$ cat src/rtl/sa_pkg.sv
// Shared definitions for the systolic-array sequencing controller:
// FSM state encoding, array geometry and drain length.
package sa_pkg;

  typedef enum logic [2:0] {
    ST_IDLE,
    ST_CLEAR,
    ST_FEED,
    ST_DRAIN,
    ST_DONE
  } sa_state_e;

  localparam int ARR_DIM   = 4;
  localparam int DRAIN_LEN = 8;

  function automatic logic [15:0] sat_inc16(input logic [15:0] v);
    return (v == 16'hFFFF) ? v : v + 16'd1;
  endfunction

endpackage

$ cat src/rtl/sa_seq_ctrl_if.sv
// Handshake, operand-buffer and array-feed signals of sa_seq_ctrl.
// perf_cycles only exists when SA_CTRL_PERF_EN is defined.
interface sa_seq_ctrl_if
  import sa_pkg::*;
#(
  parameter int DATA_W = 32
) ();

  logic                      start;
  logic [4:0]                k_len;
  logic                      busy;
  logic                      done;
  logic                      err;
  logic                      op_rd_en;
  logic [3:0]                op_rd_k;
  logic [ARR_DIM*DATA_W-1:0] a_col_in;
  logic [ARR_DIM*DATA_W-1:0] b_row_in;
  logic [ARR_DIM*DATA_W-1:0] arr_a;
  logic [ARR_DIM*DATA_W-1:0] arr_b;
  logic                      arr_clr;
`ifdef SA_CTRL_PERF_EN
  logic [15:0]               perf_cycles;
`endif

  modport master (
    output start, k_len, a_col_in, b_row_in,
    input  busy, done, err, op_rd_en, op_rd_k, arr_a, arr_b, arr_clr
`ifdef SA_CTRL_PERF_EN
    , input perf_cycles
`endif
  );

  modport slave (
    input  start, k_len, a_col_in, b_row_in,
    output busy, done, err, op_rd_en, op_rd_k, arr_a, arr_b, arr_clr
`ifdef SA_CTRL_PERF_EN
    , output perf_cycles
`endif
  );

endinterface

$ cat src/rtl/sa_skew_line.sv
// Fixed-depth delay line for one array lane; shifts in zero whenever
// the incoming sample is not a valid operand read.
module sa_skew_line
  import sa_pkg::*;
#(
  parameter int DATA_W = 32,
  parameter int DEPTH  = 1
) (
  input  logic              clk,
  input  logic              reset,
  input  logic              vld,
  input  logic [DATA_W-1:0] din,
  output logic [DATA_W-1:0] dout
);

  logic [DATA_W-1:0] stage_q [DEPTH];
  logic [DATA_W-1:0] stage_d [DEPTH];

  always_comb begin
    stage_d[0] = vld ? din : '0;
    for (int s = 1; s < DEPTH; s++) begin
      stage_d[s] = stage_q[s-1];
    end
  end

  always_ff @(posedge clk or negedge reset) begin
    if (!reset) begin
      for (int s = 0; s < DEPTH; s++) begin
        stage_q[s] <= '0;
      end
    end else begin
      for (int s = 0; s < DEPTH; s++) begin
        stage_q[s] <= stage_d[s];
      end
    end
  end

  assign dout = stage_q[DEPTH-1];

endmodule

$ cat src/rtl/sa_seq_ctrl.sv
// Job sequencer for a 4x4 output-stationary systolic array: clears the array,
// streams K operand columns/rows with per-lane skew, drains, then signals done.
// Optional busy-cycle counter perf_cycles is enabled by defining SA_CTRL_PERF_EN.
module sa_seq_ctrl
  import sa_pkg::*;
#(
  parameter int DATA_W = 32,
  parameter int K_MAX  = 16
) (
  input  logic         clk,
  input  logic         reset,
  sa_seq_ctrl_if.slave bus
);

  localparam logic [5:0] K_MAX_W = 6'(K_MAX);

  sa_state_e  state_q, state_d;
  logic [3:0] cnt_q, cnt_d;
  logic [4:0] k_q, k_d;
  logic       busy_q, busy_d;
  logic       done_q, done_d;
  logic       err_q, err_d;
  logic       arr_clr_q, arr_clr_d;
  logic       rd_en_q, rd_en_d;
  logic [3:0] rd_k_q, rd_k_d;
  logic       rd_vld_q, rd_vld_d;
  logic       k_ok;
`ifdef SA_CTRL_PERF_EN
  logic [15:0] perf_cnt_q, perf_cnt_d;
  logic [15:0] perf_cycles_q, perf_cycles_d;
`endif

  assign k_ok = (bus.k_len != 5'd0) && ({1'b0, bus.k_len} <= K_MAX_W);

  // Outputs are computed for the next state so they come straight from flops.
  always_comb begin
    state_d   = state_q;
    cnt_d     = cnt_q;
    k_d       = k_q;
    busy_d    = busy_q;
    done_d    = 1'b0;
    err_d     = 1'b0;
    arr_clr_d = 1'b0;
    rd_en_d   = 1'b0;
    rd_k_d    = 4'd0;
    rd_vld_d  = rd_en_q;
    unique case (state_q)
      ST_IDLE: begin
        if (bus.start) begin
          if (k_ok) begin
            state_d   = ST_CLEAR;
            k_d       = bus.k_len;
            busy_d    = 1'b1;
            arr_clr_d = 1'b1;
          end else begin
            err_d = 1'b1;
          end
        end
      end
      ST_CLEAR: begin
        state_d = ST_FEED;
        cnt_d   = 4'd0;
        rd_en_d = 1'b1;
        rd_k_d  = 4'd0;
      end
      ST_FEED: begin
        if ({1'b0, cnt_q} == k_q - 5'd1) begin
          state_d = ST_DRAIN;
          cnt_d   = 4'd0;
        end else begin
          cnt_d   = cnt_q + 4'd1;
          rd_en_d = 1'b1;
          rd_k_d  = cnt_q + 4'd1;
        end
      end
      ST_DRAIN: begin
        if (cnt_q == 4'(DRAIN_LEN - 1)) begin
          state_d = ST_DONE;
          done_d  = 1'b1;
        end else begin
          cnt_d = cnt_q + 4'd1;
        end
      end
      ST_DONE: begin
        state_d = ST_IDLE;
        busy_d  = 1'b0;
      end
      default: begin
        state_d = ST_IDLE;
        busy_d  = 1'b0;
      end
    endcase
`ifdef SA_CTRL_PERF_EN
    perf_cnt_d    = (state_q == ST_IDLE) ? 16'd0 : sat_inc16(perf_cnt_q);
    perf_cycles_d = (state_q == ST_DONE) ? perf_cnt_d : perf_cycles_q;
`endif
  end

  always_ff @(posedge clk or negedge reset) begin
    if (!reset) begin
      state_q   <= ST_IDLE;
      cnt_q     <= 4'd0;
      k_q       <= 5'd0;
      busy_q    <= 1'b0;
      done_q    <= 1'b0;
      err_q     <= 1'b0;
      arr_clr_q <= 1'b0;
      rd_en_q   <= 1'b0;
      rd_k_q    <= 4'd0;
      rd_vld_q  <= 1'b0;
`ifdef SA_CTRL_PERF_EN
      perf_cnt_q    <= 16'd0;
      perf_cycles_q <= 16'd0;
`endif
    end else begin
      state_q   <= state_d;
      cnt_q     <= cnt_d;
      k_q       <= k_d;
      busy_q    <= busy_d;
      done_q    <= done_d;
      err_q     <= err_d;
      arr_clr_q <= arr_clr_d;
      rd_en_q   <= rd_en_d;
      rd_k_q    <= rd_k_d;
      rd_vld_q  <= rd_vld_d;
`ifdef SA_CTRL_PERF_EN
      perf_cnt_q    <= perf_cnt_d;
      perf_cycles_q <= perf_cycles_d;
`endif
    end
  end

  // Lane i sees its operand i+1 cycles after the buffer returns it.
  logic [ARR_DIM*DATA_W-1:0] arr_a_w;
  logic [ARR_DIM*DATA_W-1:0] arr_b_w;

  for (genvar i = 0; i < ARR_DIM; i++) begin : g_lane
    sa_skew_line #(.DATA_W(DATA_W), .DEPTH(i + 1)) u_skew_a (
      .clk   (clk),
      .reset (reset),
      .vld   (rd_vld_q),
      .din   (bus.a_col_in[i*DATA_W +: DATA_W]),
      .dout  (arr_a_w[i*DATA_W +: DATA_W])
    );
    sa_skew_line #(.DATA_W(DATA_W), .DEPTH(i + 1)) u_skew_b (
      .clk   (clk),
      .reset (reset),
      .vld   (rd_vld_q),
      .din   (bus.b_row_in[i*DATA_W +: DATA_W]),
      .dout  (arr_b_w[i*DATA_W +: DATA_W])
    );
  end

  assign bus.busy     = busy_q;
  assign bus.done     = done_q;
  assign bus.err      = err_q;
  assign bus.op_rd_en = rd_en_q;
  assign bus.op_rd_k  = rd_k_q;
  assign bus.arr_a    = arr_a_w;
  assign bus.arr_b    = arr_b_w;
  // The array reset follows our reset so it is cleared on every edge while held.
  assign bus.arr_clr  = arr_clr_q | ~reset;
`ifdef SA_CTRL_PERF_EN
  assign bus.perf_cycles = perf_cycles_q;
`endif

endmodule

$ cat src/flat_wrapper.sv
// flat-port wrapper written by rule: the top's interface ports become plain ports
module sa_seq_ctrl_flat import sa_pkg::*;
#(
  parameter int DATA_W = 32,
  parameter int K_MAX  = 16
)
  (clk, reset, bus_start, bus_k_len, bus_a_col_in, bus_b_row_in, bus_busy, bus_done, bus_err, bus_op_rd_en, bus_op_rd_k, bus_arr_a, bus_arr_b, bus_arr_clr);
  sa_seq_ctrl_if #(.DATA_W(DATA_W)) bus_i ();
  input  logic clk;
  input  logic reset;
  input wire logic [$bits(bus_i.start)-1:0] bus_start;
  input wire logic [$bits(bus_i.k_len)-1:0] bus_k_len;
  input wire logic [$bits(bus_i.a_col_in)-1:0] bus_a_col_in;
  input wire logic [$bits(bus_i.b_row_in)-1:0] bus_b_row_in;
  output wire logic [$bits(bus_i.busy)-1:0] bus_busy;
  output wire logic [$bits(bus_i.done)-1:0] bus_done;
  output wire logic [$bits(bus_i.err)-1:0] bus_err;
  output wire logic [$bits(bus_i.op_rd_en)-1:0] bus_op_rd_en;
  output wire logic [$bits(bus_i.op_rd_k)-1:0] bus_op_rd_k;
  output wire logic [$bits(bus_i.arr_a)-1:0] bus_arr_a;
  output wire logic [$bits(bus_i.arr_b)-1:0] bus_arr_b;
  output wire logic [$bits(bus_i.arr_clr)-1:0] bus_arr_clr;
  assign bus_i.start = bus_start;
  assign bus_i.k_len = bus_k_len;
  assign bus_i.a_col_in = bus_a_col_in;
  assign bus_i.b_row_in = bus_b_row_in;
  assign bus_busy = bus_i.busy;
  assign bus_done = bus_i.done;
  assign bus_err = bus_i.err;
  assign bus_op_rd_en = bus_i.op_rd_en;
  assign bus_op_rd_k = bus_i.op_rd_k;
  assign bus_arr_a = bus_i.arr_a;
  assign bus_arr_b = bus_i.arr_b;
  assign bus_arr_clr = bus_i.arr_clr;
  sa_seq_ctrl #(.DATA_W(DATA_W), .K_MAX(K_MAX)) u_core (.clk(clk), .reset(reset), .bus(bus_i));
endmodule
$ cat config.mk
export PLATFORM = sky130hd
export DESIGN_NAME = sa_seq_ctrl_flat
export DESIGN_NICKNAME = d
export VERILOG_FILES = /design/src/rtl/sa_pkg.sv /design/src/rtl/sa_seq_ctrl_if.sv /design/src/rtl/sa_skew_line.sv /design/src/rtl/sa_seq_ctrl.sv /design/src/flat_wrapper.sv
export SDC_FILE = /design/constraint.sdc
export NUM_CORES = 1
export LEC_CHECK = 0
export CAP_MARGIN = 20
export CORE_AREA = 2 2 206 208
export CTS_BUF_LIST = sky130_fd_sc_hd__clkbuf_8
export DETAILED_ROUTE_END_ITERATION = 10
export DIE_AREA = 0 0 208 210
export DONT_BUFFER_PORTS = 1
export SLEW_MARGIN = 10
export SYNTH_ARGS = -nofsm -noshare
export SYNTH_HDL_FRONTEND = slang
export SYNTH_SLANG_ARGS = --single-unit
$ cat constraint.sdc
create_clock -name clk -period 5.77 [get_ports clk]
set_clock_uncertainty 0.2 [all_clocks]
set_input_delay 1.731 -clock clk [delete_from_list [all_inputs] [get_ports clk]]
set_output_delay 1.731 -clock clk [all_outputs]
set_load 0.01 [all_outputs]
==> impl_metrics.sql, run 1 <==
INSERT INTO impl_metrics (metric_group, metric, value, unit) VALUES
('status', 'run_status', 'complete, but fails checks', ''),
('status', 'violations', 'max-slew violations, negative setup slack', ''),
('global_routing', 'maximum_number_of_pins_on_one_net_before_global_route_repair', '664', ''),
('power_and_ir_drop', 'power-per-cell-area', '533', 'nW/um^2'),
('sta', 'grt_setup_unrepaired', 'false', ''),
('placement', 'buffer_ports.inserted', '0', ''),
('clocking', 'cts.path.max_buffers', '3', ''),
('clocking', 'cts_repair_resize_count', '0', ''),
('yosys', 'ys_seq_area_share', '88.2', '%'),
('yosys', 'synth_common_cells', '662 x sky130_fd_sc_hd__dfrtp_1, 257 x sky130_fd_sc_hd__and2_1, 29 x sky130_fd_sc_hd__clkbuf_1', ''),
('routing', 'antenna_viol_nets_final', '0', ''),
('min_path', 'min-delay-path-class', 'flop to flop', ''),
('yosys', 'synth_edf_count', '0', ''),
('sta', 'slew_headroom', '-94.9', '%'),
('job', 'maxCapViolations', '0', ''),
('placement', 'hpwl', '22.9', 'mm'),
('yosys', 'netlist-cell-type-count', '33', ''),
('min_path', 'hold_depth', '0', ''),
('min_path', 'worstHoldEndpoint', 'u_core.g_lane[3].u_skew_b.stage_d[51]', ''),
('worst_setup_path', 'endpoint_kind', 'output pin', ''),
('power_and_ir_drop', 'intPower', '8500', 'uW'),
('worst_setup_path', 'timing.rr.start', 'u_core.rd_vld_q', ''),
('routing', 'vias', '7699', ''),
('yosys', 'synth_most_common_cell', 'sky130_fd_sc_hd__dfrtp_1', ''),
('worst_setup_path', 'crit_arrival', '4.07', 'ns'),
('sta', 'clock.fmax', '0.167', 'GHz'),
('clocking', 'clock_sinks', '662', ''),
('worst_setup_path', 'reg2reg_slack', '3.53', 'ns'),
('floorplanning', 'start_util', '45.3', '%'),
('sta', 'finalCritPeriodShare', '104', '%'),
('worst_setup_path', 'cp_cell_sequence', 'nand2b_1', ''),
('floorplanning', 'die_height', '210', 'um'),
('clocking', 'cts-root-buf', 'sky130_fd_sc_hd__clkbuf_8', ''),
('power_and_ir_drop', 'switching_share', '25.8', '%'),
('global_routing', 'vias_in_the_first_global_route', '8493', ''),
('sta', 'finalMaxSlewViolations', '482', ''),
('clocking', 'clock_tree.htree_level_count', '3', ''),
('clocking', 'worst_skew_pair.late_latency', '0.67', 'ns'),
('clocking', 'cts_inserted_buffers', '101', ''),
('routing', 'totalWireLength', '35.3', 'mm'),
('power_and_ir_drop', 'p_sw', '2960', 'uW'),
('worst_setup_path', 'worst_path_max_delay_cell', 'sky130_fd_sc_hd__nand2b_1', ''),
('floorplanning', 'floorplan.rows', '75', ''),
('worst_setup_path', 'required', '3.84', 'ns'),
('floorplanning', 'core-area', '41500', 'um^2'),
('placement', 'globalplace.congestion', '0.770', ''),
('power_and_ir_drop', 'p_leak', '0.0107', 'uW'),
('power_and_ir_drop', 'ir_drop', '0.263', 'mV'),
('sta', 'finalHoldViolations', '0', ''),
('routing', 'drt_first_pass_iters', '4', ''),
('final_layout', 'fin_cells', '1715', ''),
('final_layout', 'finalNetCount', '1355', ''),
('clocking', 'clock_slew_at_reported_path_ffs', '0.06', 'ns'),
('clocking', 'post-cts-setup-buffer-count', '0', ''),
('sta', 'setup_slack', '-0.226', 'ns'),
('sta', 'finalSetupViolCount', '1', ''),
('global_routing', 'grt_first_pass_wirelength', '53.1', 'mm'),
('yosys', 'synthesis.yosys.warnings', '0', ''),
('yosys', 'post_synthesis_register_bit_count', '662', ''),
('yosys', 'synth.net_count', '1280', ''),
('yosys', 'post-synth-top-area-fraction', '88.2', '%'),
('placement', 'placedCellCount', '1525', ''),
('routing', 'route.detailed.drc', '0', ''),
('final_layout', 'postLayoutCoreUtil', '51.8', '%'),
('worst_setup_path', 'start_kind', 'input port', ''),
('yosys', 'yosysTopAreaCell', 'sky130_fd_sc_hd__dfrtp_1', ''),
('floorplanning', 'dieWidth', '208', 'um'),
('floorplanning', 'fp.dieArea', '43700', 'um^2'),
('worst_setup_path', 'regToRegEndpoint', 'u_core.g_lane[0].u_skew_b.dout[28]', ''),
('yosys', 'postSynth.asyncResetShare', '100', '%'),
('clocking', 'tritoncts', 'yes', '');
power by group through the flow:
stage / sequential [uW] / combinational [uW] / clock, uW
2_1_floorplan: 6570 / 687 / 0
3_3_place_gp: 6890 / 747 / 0
3_5_place_dp: 6930 / 782 / 0
4_1_cts: 6860 / 785 / 4020
5_1_grt: 6960 / 878 / 4240
6_report: 6820 / 764 / 3880
layout make-up:
cell class / instances / area (um^2)
Fill cell: 3348 / 20000
Multi-Input combinational cell: 317 / 2080
Clock inverter: 49 / 330
Sequential cell: 662 / 16600
Clock buffer: 130 / 1790
Tap cell: 539 / 674
Antenna cell: 11 / 27.5
Timing Repair Buffer: 2 / 15.0
Inverter: 5 / 18.8
flip-flops by register name, indices dropped and copies added (netlist names), 3 cells and up:
| signal | cells |
|---|---|
| u_core.g_lane.u_skew_a.stage_d | 192 |
| u_core.g_lane.u_skew_b.stage_d | 192 |
| u_core.g_lane.u_skew_a.dout | 128 |
| u_core.g_lane.u_skew_b.dout | 128 |
| u_core.k_q | 5 |
| u_core.bus.op_rd_k | 4 |
| u_core.cnt_q | 4 |
| u_core.state_q | 3 |
metal layers:
metal	up-vias	track usage [%]	wire length, um
met3	85	7.24	3290
met2	346	24.0	17300
met5	-	0	119
met1	3935	20.7	13500
li1	3315	-	-
met4	18	9.02	1160
cell families after synthesis:
group / count (synthesis) / synth area share, %
adder cells (fa/ha/maj): 2 / 0.133
buffers and inverters: 35 / 0.720
flip-flops: 662 / 88.2
AO/OA/AOI/OAI: 16 / 0.753
multiplexers: 5 / 0.300
AND/OR/NAND/NOR: 288 / 9.60
XOR/XNOR: 6 / 0.280
worst max path at each step:
stage / startpoint / depth (start not counted) / to / slack, ns
floorplan: reset / 1 / bus_arr_clr / 2.01
global placement: reset / 1 / bus_arr_clr / 1.84
detailed placement: reset / 1 / bus_arr_clr / 1.81
CTS: reset / 1 / bus_arr_clr / 1.80
global route: reset / 1 / bus_arr_clr / 1.34
finish: reset / 1 / bus_arr_clr / -0.23
cell usage in the layout, fill, tap and decap left out, drive strengths merged:
cell type,n
nand4b,2
and2,257
a22oi,1
a21o,4
nor2,7
nor3,3
xnor2,4
or3,1
a2111oi,1
bufinv,4
nand3b,2
clkinvlp,4
clkinv,10
inv,36
or2,1
clkbuf,130
and3b,1
nand2,5
nor4bb,1
a32o,1
mux2,5
buf,2
dfrtp,662
diode,11
xor2,2
a211oi,3
nand2b,4
o21bai,2
nor4,2
nand3,1
ha,2
a21oi,4
and4bb,1
per-stage QoR:
step / setup TNS [ns] / worst slack, ns / area [um^2] / hold slack (ns) / power [uW]
after global placement: 0 / 1.84 / 19400 / 0.131 / 7640
after CTS: 0 / 1.80 / 21500 / 0.125 / 11700
after detailed placement: 0 / 1.81 / 19400 / 0.135 / 7720
final: -0.226 / -0.226 / 21500 / 0.135 / 11500
after global routing: 0 / 1.34 / 21500 / 0.136 / 12100
after floorplan: 0 / 2.01 / 18800 / 0.131 / 7260
No activity file was read; power rests on OpenSTA's default activity.
==> run 2, diff against run 1 <==
- MAX_ROUTING_LAYER: unset -> met4
==> run 2 against run 1 <==
  * Wire length hardly changed
  * Register-to-register slack hardly changed
  * Sequential share of layout area is 0.12 points lower
  * Global-route usage is 0.54 points higher
  * Sequential power hardly changed
  * Clock power hardly changed
  * Worst setup slack better by 1.7 ns
  * Hold slack worse by 0.0016 ns
  * The run ends with max-slew violations left
  * Final area is 0.15% higher
  * Power hardly changed
==> impl_metrics.sql, run 2 (synthesized netlist as in run 1, its figures left out) <==
INSERT INTO impl_metrics (metric_group, metric, value, unit) VALUES
('final_layout', 'drive_above_1_share', '13.8', '%'),
('routing', 'vias', '7735', ''),
('routing', 'first_iter_violations', '621', ''),
('sta', 'setup_tns', '0', 'ns'),
('sta', 'finalHoldViolations', '0', ''),
('routing', 'route.detailed.vias_per_inst', '4.48', ''),
('clocking', 'cts_repair_resize_count', '0', ''),
('placement', 'globalplace.congestion', '0.780', ''),
('clocking', 'clock_sinks', '662', ''),
('worst_setup_path', 'cp-startpoint', 'reset', ''),
('floorplanning', 'dieWidth', '208', 'um'),
('global_routing', 'vias_in_the_first_global_route', '8464', ''),
('worst_setup_path', 'endpoint_kind', 'output pin', ''),
('routing', 'antenna_viol_nets_final', '0', ''),
('worst_setup_path', 'crit_buf_inv', '0', ''),
('sta', 'setup_slack', '1.43', 'ns'),
('worst_setup_path', 'family_with_the_most_delay_on_the_worst_path', 'simple AND/OR/NAND/NOR gates', ''),
('worst_setup_path', 'worst_path_max_delay_cell', 'sky130_fd_sc_hd__nand2b_1', ''),
('sta', 'min_period', '4.34', 'ns'),
('worst_setup_path', 'regToRegEndpoint', 'u_core.g_lane[0].u_skew_b.dout[28]', ''),
('placement', 'place_worst_setup_slack', '1.81', 'ns'),
('floorplanning', 'die_height', '210', 'um'),
('worst_setup_path', 'reg2reg_slack', '3.52', 'ns'),
('worst_setup_path', 'timing.reg2reg.worst_path_depth', '2', ''),
('clocking', 'cts.path.max_buffers', '3', ''),
('routing', 'drt_first_pass_iters', '4', ''),
('routing', 'route.detailed.drc', '0', ''),
('worst_setup_path', 'crit_path_max_incr_delay', '0.35', 'ns'),
('clocking', 'post-cts-setup-buffer-count', '0', ''),
('power_and_ir_drop', 'power-per-cell-area', '533', 'nW/um^2'),
('worst_setup_path', 'timing.rr.start', 'u_core.rd_vld_q', ''),
('final_layout', 'finalNetCount', '1355', ''),
('power_and_ir_drop', 'fin_total_pwr', '11500', 'uW'),
('routing', 'drt-wirelength-per-cell', '20.4', 'um'),
('sta', 'finalCritPeriodShare', '75.1', '%'),
('sta', 'clock.fmax', '0.231', 'GHz'),
('power_and_ir_drop', 'p_leak', '0.0107', 'uW'),
('clocking', 'clock_slew_at_reported_path_ffs', '0.06', 'ns'),
('floorplanning', 'floorplan.rows', '75', ''),
('worst_setup_path', 'critPathCapture', 'bus_arr_clr', ''),
('final_layout', 'syn2layout_area_growth', '14.7', '%'),
('floorplanning', 'fp.dieArea', '43700', 'um^2'),
('final_layout', 'postLayoutCoreUtil', '51.9', '%'),
('worst_setup_path', 'path_max_fanout', '663', ''),
('worst_setup_path', 'start_kind', 'input port', ''),
('clocking', 'cts_hold_buf', '0', ''),
('worst_setup_path', 'worstSetupPathDepth', '1', ''),
('worst_setup_path', 'worst-setup-path-type', 'input port to output pin', ''),
('worst_setup_path', 'cp_cell_sequence', 'nand2b_1', ''),
('global_routing', 'global_route.usage.total', '17.0', '%'),
('placement', 'hpwl', '22.9', 'mm'),
('final_layout', 'mostFrequentLayoutCell', 'sky130_fd_sc_hd__dfrtp_1', ''),
('power_and_ir_drop', 'ir_drop', '0.264', 'mV'),
('global_routing', 'number_of_antenna_violations_at_the_first_check_in_global_routing', '28', ''),
('final_layout', 'most-common-layout-cells', '661 x sky130_fd_sc_hd__dfrtp_1, 257 x sky130_fd_sc_hd__and2_1, 130 x sky130_fd_sc_hd__clkbuf_8', ''),
('worst_setup_path', 'required', '3.84', 'ns'),
('clocking', 'tritoncts', 'yes', ''),
('clocking', 'worst_skew_pair.late_latency', '0.67', 'ns'),
('global_routing', 'grt_first_pass_wirelength', '53.1', 'mm'),
('status', 'violations', 'max-slew violations', ''),
('global_routing', 'maximum_number_of_pins_on_one_net_before_global_route_repair', '664', ''),
('sta', 'tightestPinTransition', '1.62', 'ns'),
('floorplanning', 'ios', '529', ''),
('sta', 'grt_setup_unrepaired', 'false', ''),
('status', 'run_status', 'complete, but fails checks', ''),
('floorplanning', 'core-area', '41500', 'um^2'),
('routing', 'totalWireLength', '35.3', 'mm'),
('job', 'maxCapViolations', '0', ''),
('clocking', 'cts-root-buf', 'sky130_fd_sc_hd__clkbuf_8', ''),
('global_routing', 'global_route.overflow_total', '0', ''),
('min_path', 'min-delay-path-class', 'flop to flop', ''),
('clocking', 'clock_tree.htree_level_count', '3', ''),
('placement', 'buffer_ports.inserted', '0', ''),
('sta', 'finalSetupViolCount', '0', ''),
('worst_setup_path', 'crit_arrival', '2.40', 'ns'),
('sta', 'finalMaxSlewViolations', '159', ''),
('sta', 'slew_headroom', '-8.12', '%'),
('clocking', 'cts_inserted_buffers', '101', ''),
('floorplanning', 'start_util', '45.3', '%');
==> run 2: per-stage QoR <==
step | std cells | hold slack, ns | instance area [um^2]
after floorplan | 1014 | 0.131 | 18800
after global placement | 1525 | 0.131 | 19400
after detailed placement | 1525 | 0.135 | 19400
after CTS | 1704 | 0.125 | 21500
after global routing | 1727 | 0.138 | 21500
final | 1728 | 0.134 | 21500
==> run 2: layer usage <==
metal	vias to the layer above	share of wire (%)	global-route usage, %
li1	3341	-	-
met1	4005	39	20.6
met2	324	49	24.1
met3	65	9.2	7.49
met4	0	2.8	8.80
met5	-	0	-
==> run 2: where the power goes <==
group	switching, uW	total, uW	leakage (uW)	internal (uW)
registers	883	6820	0.00860	5940
clock network	1690	3880	0.00119	2200
logic	400	765	0.000927	365
total	2970	11500	0.0107	8500
==> run 2: worst min path at each step <==
stage	start	endpoint	depth (start not counted)
floorplan	u_core.g_lane[1].u_skew_a.stage_d[0]	u_core.g_lane[1].u_skew_a.dout[0]	0
global placement	u_core.g_lane[3].u_skew_a.stage_d[50]	u_core.g_lane[3].u_skew_a.stage_d[18]	0
detailed placement	u_core.g_lane[1].u_skew_a.stage_d[27]	u_core.g_lane[1].u_skew_a.dout[27]	0
CTS	u_core.g_lane[2].u_skew_b.stage_d[8]	u_core.g_lane[2].u_skew_b.dout[8]	0
global route	u_core.g_lane[1].u_skew_b.stage_d[27]	u_core.g_lane[1].u_skew_b.dout[27]	0
finish	u_core.g_lane[2].u_skew_b.stage_d[8]	u_core.g_lane[2].u_skew_b.dout[8]	0
==> run 2: layout make-up <==
type                       instances  area (um^2)
fill                            3341        19900
sequential                       662        16600
multi-input combinational        317         2080
clock buffer                     130         1790
tap                              539          674
clock inverter                    49          330
antenna                           24         60.1
inverter                           5         18.8
timing repair buffer               2         15.0
==> run 2: worst register-to-register path: cells and delay by family (launching register included) <==
kind                   cells  cell delay [ns]
flip-flops                 1             0.76
buffers and inverters      1             0.76
AND/OR/NAND/NOR            1             0.46
==> run 3, diff against run 2 <==
- clock period: 5.77 -> 4.5 ns (I/O delays scaled with it)
==> run 3 against run 2 <==
  * The flow finishes with violations (max-slew violations, negative setup slack)
  * Via count increased by 0.32%
  * Final cell count increased by 0.29%
  * Sequential cell count unchanged
  * Sequential share of layout area decreased by 0.13 points
  * Die area unchanged
  * Critical path depth unchanged
  * Final area increased by 0.17%
  * Non-clock buffer count increased by 1
  * Sequential power increased by 28%
  * Critical endpoint unchanged
  * Largest cell class unchanged
  * Largest power group unchanged
==> impl_metrics.sql, run 3 (synthesized netlist as in run 1, its figures left out) <==
INSERT INTO impl_metrics (metric_group, metric, value, unit) VALUES
('placement', 'hpwl', '22.9', 'mm'),
('clocking', 'cts_repair_resize_count', '0', ''),
('worst_setup_path', 'endpoint_kind', 'output pin', ''),
('sta', 'slew_headroom', '-53.9', '%'),
('clocking', 'cts-root-buf', 'sky130_fd_sc_hd__clkbuf_8', ''),
('power_and_ir_drop', 'p_leak', '0.0107', 'uW'),
('final_layout', 'most-common-layout-cells', '661 x sky130_fd_sc_hd__dfrtp_1, 257 x sky130_fd_sc_hd__and2_1, 131 x sky130_fd_sc_hd__clkbuf_8', ''),
('status', 'violations', 'max-slew violations, negative setup slack', ''),
('worst_setup_path', 'crit_buf_inv', '0', ''),
('status', 'run_status', 'complete, but fails checks', ''),
('power_and_ir_drop', 'ir_drop', '0.335', 'mV'),
('power_and_ir_drop', 'p_sw', '3870', 'uW'),
('final_layout', 'drive_above_1_share', '15.1', '%'),
('final_layout', 'syn2layout_area_growth', '14.9', '%'),
('floorplanning', 'floorplan.rows', '75', ''),
('power_and_ir_drop', 'power_frac_clock', '34.0', '%'),
('floorplanning', 'ios', '529', ''),
('power_and_ir_drop', 'pwr-share-comb', '6.9', '%'),
('sta', 'min_period', '4.78', 'ns'),
('placement', 'globalplace.congestion', '0.786', ''),
('global_routing', 'grt_first_pass_wirelength', '52.7', 'mm'),
('worst_setup_path', 'family_with_the_most_delay_on_the_worst_path', 'simple AND/OR/NAND/NOR gates', ''),
('global_routing', 'vias_in_the_first_global_route', '8279', ''),
('global_routing', 'maximum_number_of_pins_on_one_net_before_global_route_repair', '664', ''),
('final_layout', 'fillCellCount', '3309', ''),
('worst_setup_path', 'path_max_fanout', '663', ''),
('floorplanning', 'core-area', '41500', 'um^2'),
('floorplanning', 'dieWidth', '208', 'um'),
('worst_setup_path', 'start_kind', 'input port', ''),
('floorplanning', 'start_util', '45.3', '%'),
('worst_setup_path', 'worst_path_max_delay_cell', 'sky130_fd_sc_hd__nand2b_1', ''),
('sta', 'clock.fmax', '0.209', 'GHz'),
('sta', 'setup_slack', '-0.276', 'ns'),
('sta', 'finalMaxSlewViolations', '286', ''),
('clocking', 'worst_skew_pair.late_latency', '0.67', 'ns'),
('min_path', 'min-delay-path-class', 'flop to flop', ''),
('sta', 'grt_setup_unrepaired', 'false', ''),
('power_and_ir_drop', 'intPower', '10900', 'uW'),
('routing', 'drt-wirelength-per-cell', '20.3', 'um'),
('clocking', 'cts.path.max_buffers', '3', ''),
('worst_setup_path', 'crit_path_max_incr_delay', '0.74', 'ns'),
('sta', 'setup_tns', '-0.276', 'ns'),
('placement', 'place_worst_setup_slack', '1.33', 'ns'),
('job', 'maxCapViolations', '0', ''),
('global_routing', 'number_of_antenna_violations_at_the_first_check_in_global_routing', '22', ''),
('clocking', 'clock_sinks', '662', ''),
('floorplanning', 'fp.dieArea', '43700', 'um^2'),
('placement', 'placedCellCount', '1526', ''),
('final_layout', 'final_design_area_no_fill', '21600', 'um^2'),
('clocking', 'clock_tree.htree_level_count', '3', ''),
('final_layout', 'fin_cells', '1733', ''),
('sta', 'finalHoldViolations', '0', ''),
('worst_setup_path', 'crit_arrival', '3.23', 'ns'),
('global_routing', 'global_route.usage.total', '16.8', '%'),
('routing', 'antenna_viol_nets_final', '0', ''),
('routing', 'route.detailed.vias_per_inst', '4.48', ''),
('sta', 'finalCritPeriodShare', '106', '%'),
('worst_setup_path', 'required', '2.95', 'ns'),
('final_layout', 'postLayoutCoreUtil', '52.0', '%'),
('placement', 'dpl_cell_area', '19400', 'um^2'),
('clocking', 'clock_slew_at_reported_path_ffs', '0.06', 'ns'),
('final_layout', 'mostFrequentLayoutCell', 'sky130_fd_sc_hd__dfrtp_1', ''),
('floorplanning', 'die_height', '210', 'um'),
('sta', 'tightestPinTransition', '2.31', 'ns'),
('power_and_ir_drop', 'seq_power_share', '59.1', '%'),
('sta', 'finalSetupViolCount', '1', ''),
('clocking', 'cts_inserted_buffers', '99', ''),
('routing', 'route.detailed.drc', '0', ''),
('routing', 'first_iter_violations', '671', ''),
('clocking', 'tritoncts', 'yes', ''),
('worst_setup_path', 'cp_cell_sequence', 'nand2b_1', ''),
('clocking', 'cts_hold_buf', '0', ''),
('placement', 'buffer_ports.inserted', '0', ''),
('clocking', 'post-cts-setup-buffer-count', '0', ''),
('power_and_ir_drop', 'switching_share', '26.2', '%'),
('final_layout', 'finalNetCount', '1354', ''),
('routing', 'totalWireLength', '35.2', 'mm'),
('worst_setup_path', 'worst-setup-path-type', 'input port to output pin', ''),
('routing', 'vias', '7760', ''),
('power_and_ir_drop', 'power-per-cell-area', '684', 'nW/um^2'),
('routing', 'drt_first_pass_iters', '4', ''),
('global_routing', 'global_route.overflow_total', '0', '');
[run 3: cell types whose count changed in the layout (fill, tap and decap cells not counted), sizes merged]
cell,previous run,this run
bufinv,4,3
clkbuf,130,131
inv,36,28
diode,24,21
buf,2,3
clkinvlp,4,7
clkinv,10,22
[run 3: through the flow]
| step | total power [uW] | hold slack [ns] |
|---|---|---|
| 2_1_floorplan | 9310 | 0.131 |
| 3_3_place_gp | 9800 | 0.131 |
| 3_5_place_dp | 9910 | 0.135 |
| 4_1_cts | 15000 | 0.105 |
| 5_1_grt | 15500 | 0.115 |
| 6_report | 14700 | 0.132 |
[run 3: layout make-up]
| type | instances | area, um^2 | area share (%) |
|---|---|---|---|
| multi-input combinational | 317 | 2080 | 9.63 |
| inverter | 5 | 18.8 | 0.0870 |
| clock inverter | 55 | 353 | 1.64 |
| sequential | 662 | 16600 | 76.8 |
| clock buffer | 131 | 1800 | 8.36 |
| tap | 539 | 674 | 3.13 |
| timing repair buffer | 3 | 22.5 | 0.104 |
| antenna | 21 | 52.6 | 0.244 |
[run 3: final timing paths]
check / from / to / slack, ns / cells after the start
max: reset / bus_arr_clr / -0.28 / 1
min: u_core.g_lane[3].u_skew_b.stage_d[38] / u_core.g_lane[3].u_skew_b.stage_d[6] / 0.13 / 0
max reg2reg: u_core.k_q[0] / u_core.cnt_q[1] / 2.39 / 7
min reg2reg: u_core.g_lane[3].u_skew_b.stage_d[38] / u_core.g_lane[3].u_skew_b.stage_d[6] / 0.13 / 0
max in group asynchronous: reset / u_core.rd_vld_q / 1.78 / 0
min in group asynchronous: reset / u_core.bus.busy / 0.19 / 0
[run 3: power groups by stage]
stage	logic, uW	clock network [uW]	registers (uW)
final	1020	5020	8710
after global routing	1170	5470	8880
after CTS	1050	5190	8770
after detailed placement	1040	0	8860
after global placement	990	0	8810
after floorplan	881	0	8430
[run 3: metal layers]
layer  track usage, %  part of all wire [%]  vias up
met5                -                     0        -
met4             7.04                   2.6        0
met3             7.90                   8.4       65
met2             23.9                    49      325
met1             20.7                    40     4027
li1                 -                     -     3343
[run 3: worst register-to-register path, stage by stage, from the launching register on]
cell and delay, ns:
sky130_fd_sc_hd__dfrtp_1 0.43, sky130_fd_sc_hd__inv_1 0.08, sky130_fd_sc_hd__ha_1 0.22, sky130_fd_sc_hd__and4bb_4 0.26
sky130_fd_sc_hd__a22oi_4 0.08, sky130_fd_sc_hd__a211oi_2 0.40, sky130_fd_sc_hd__nor2_1 0.08, sky130_fd_sc_hd__a32o_1 0.26
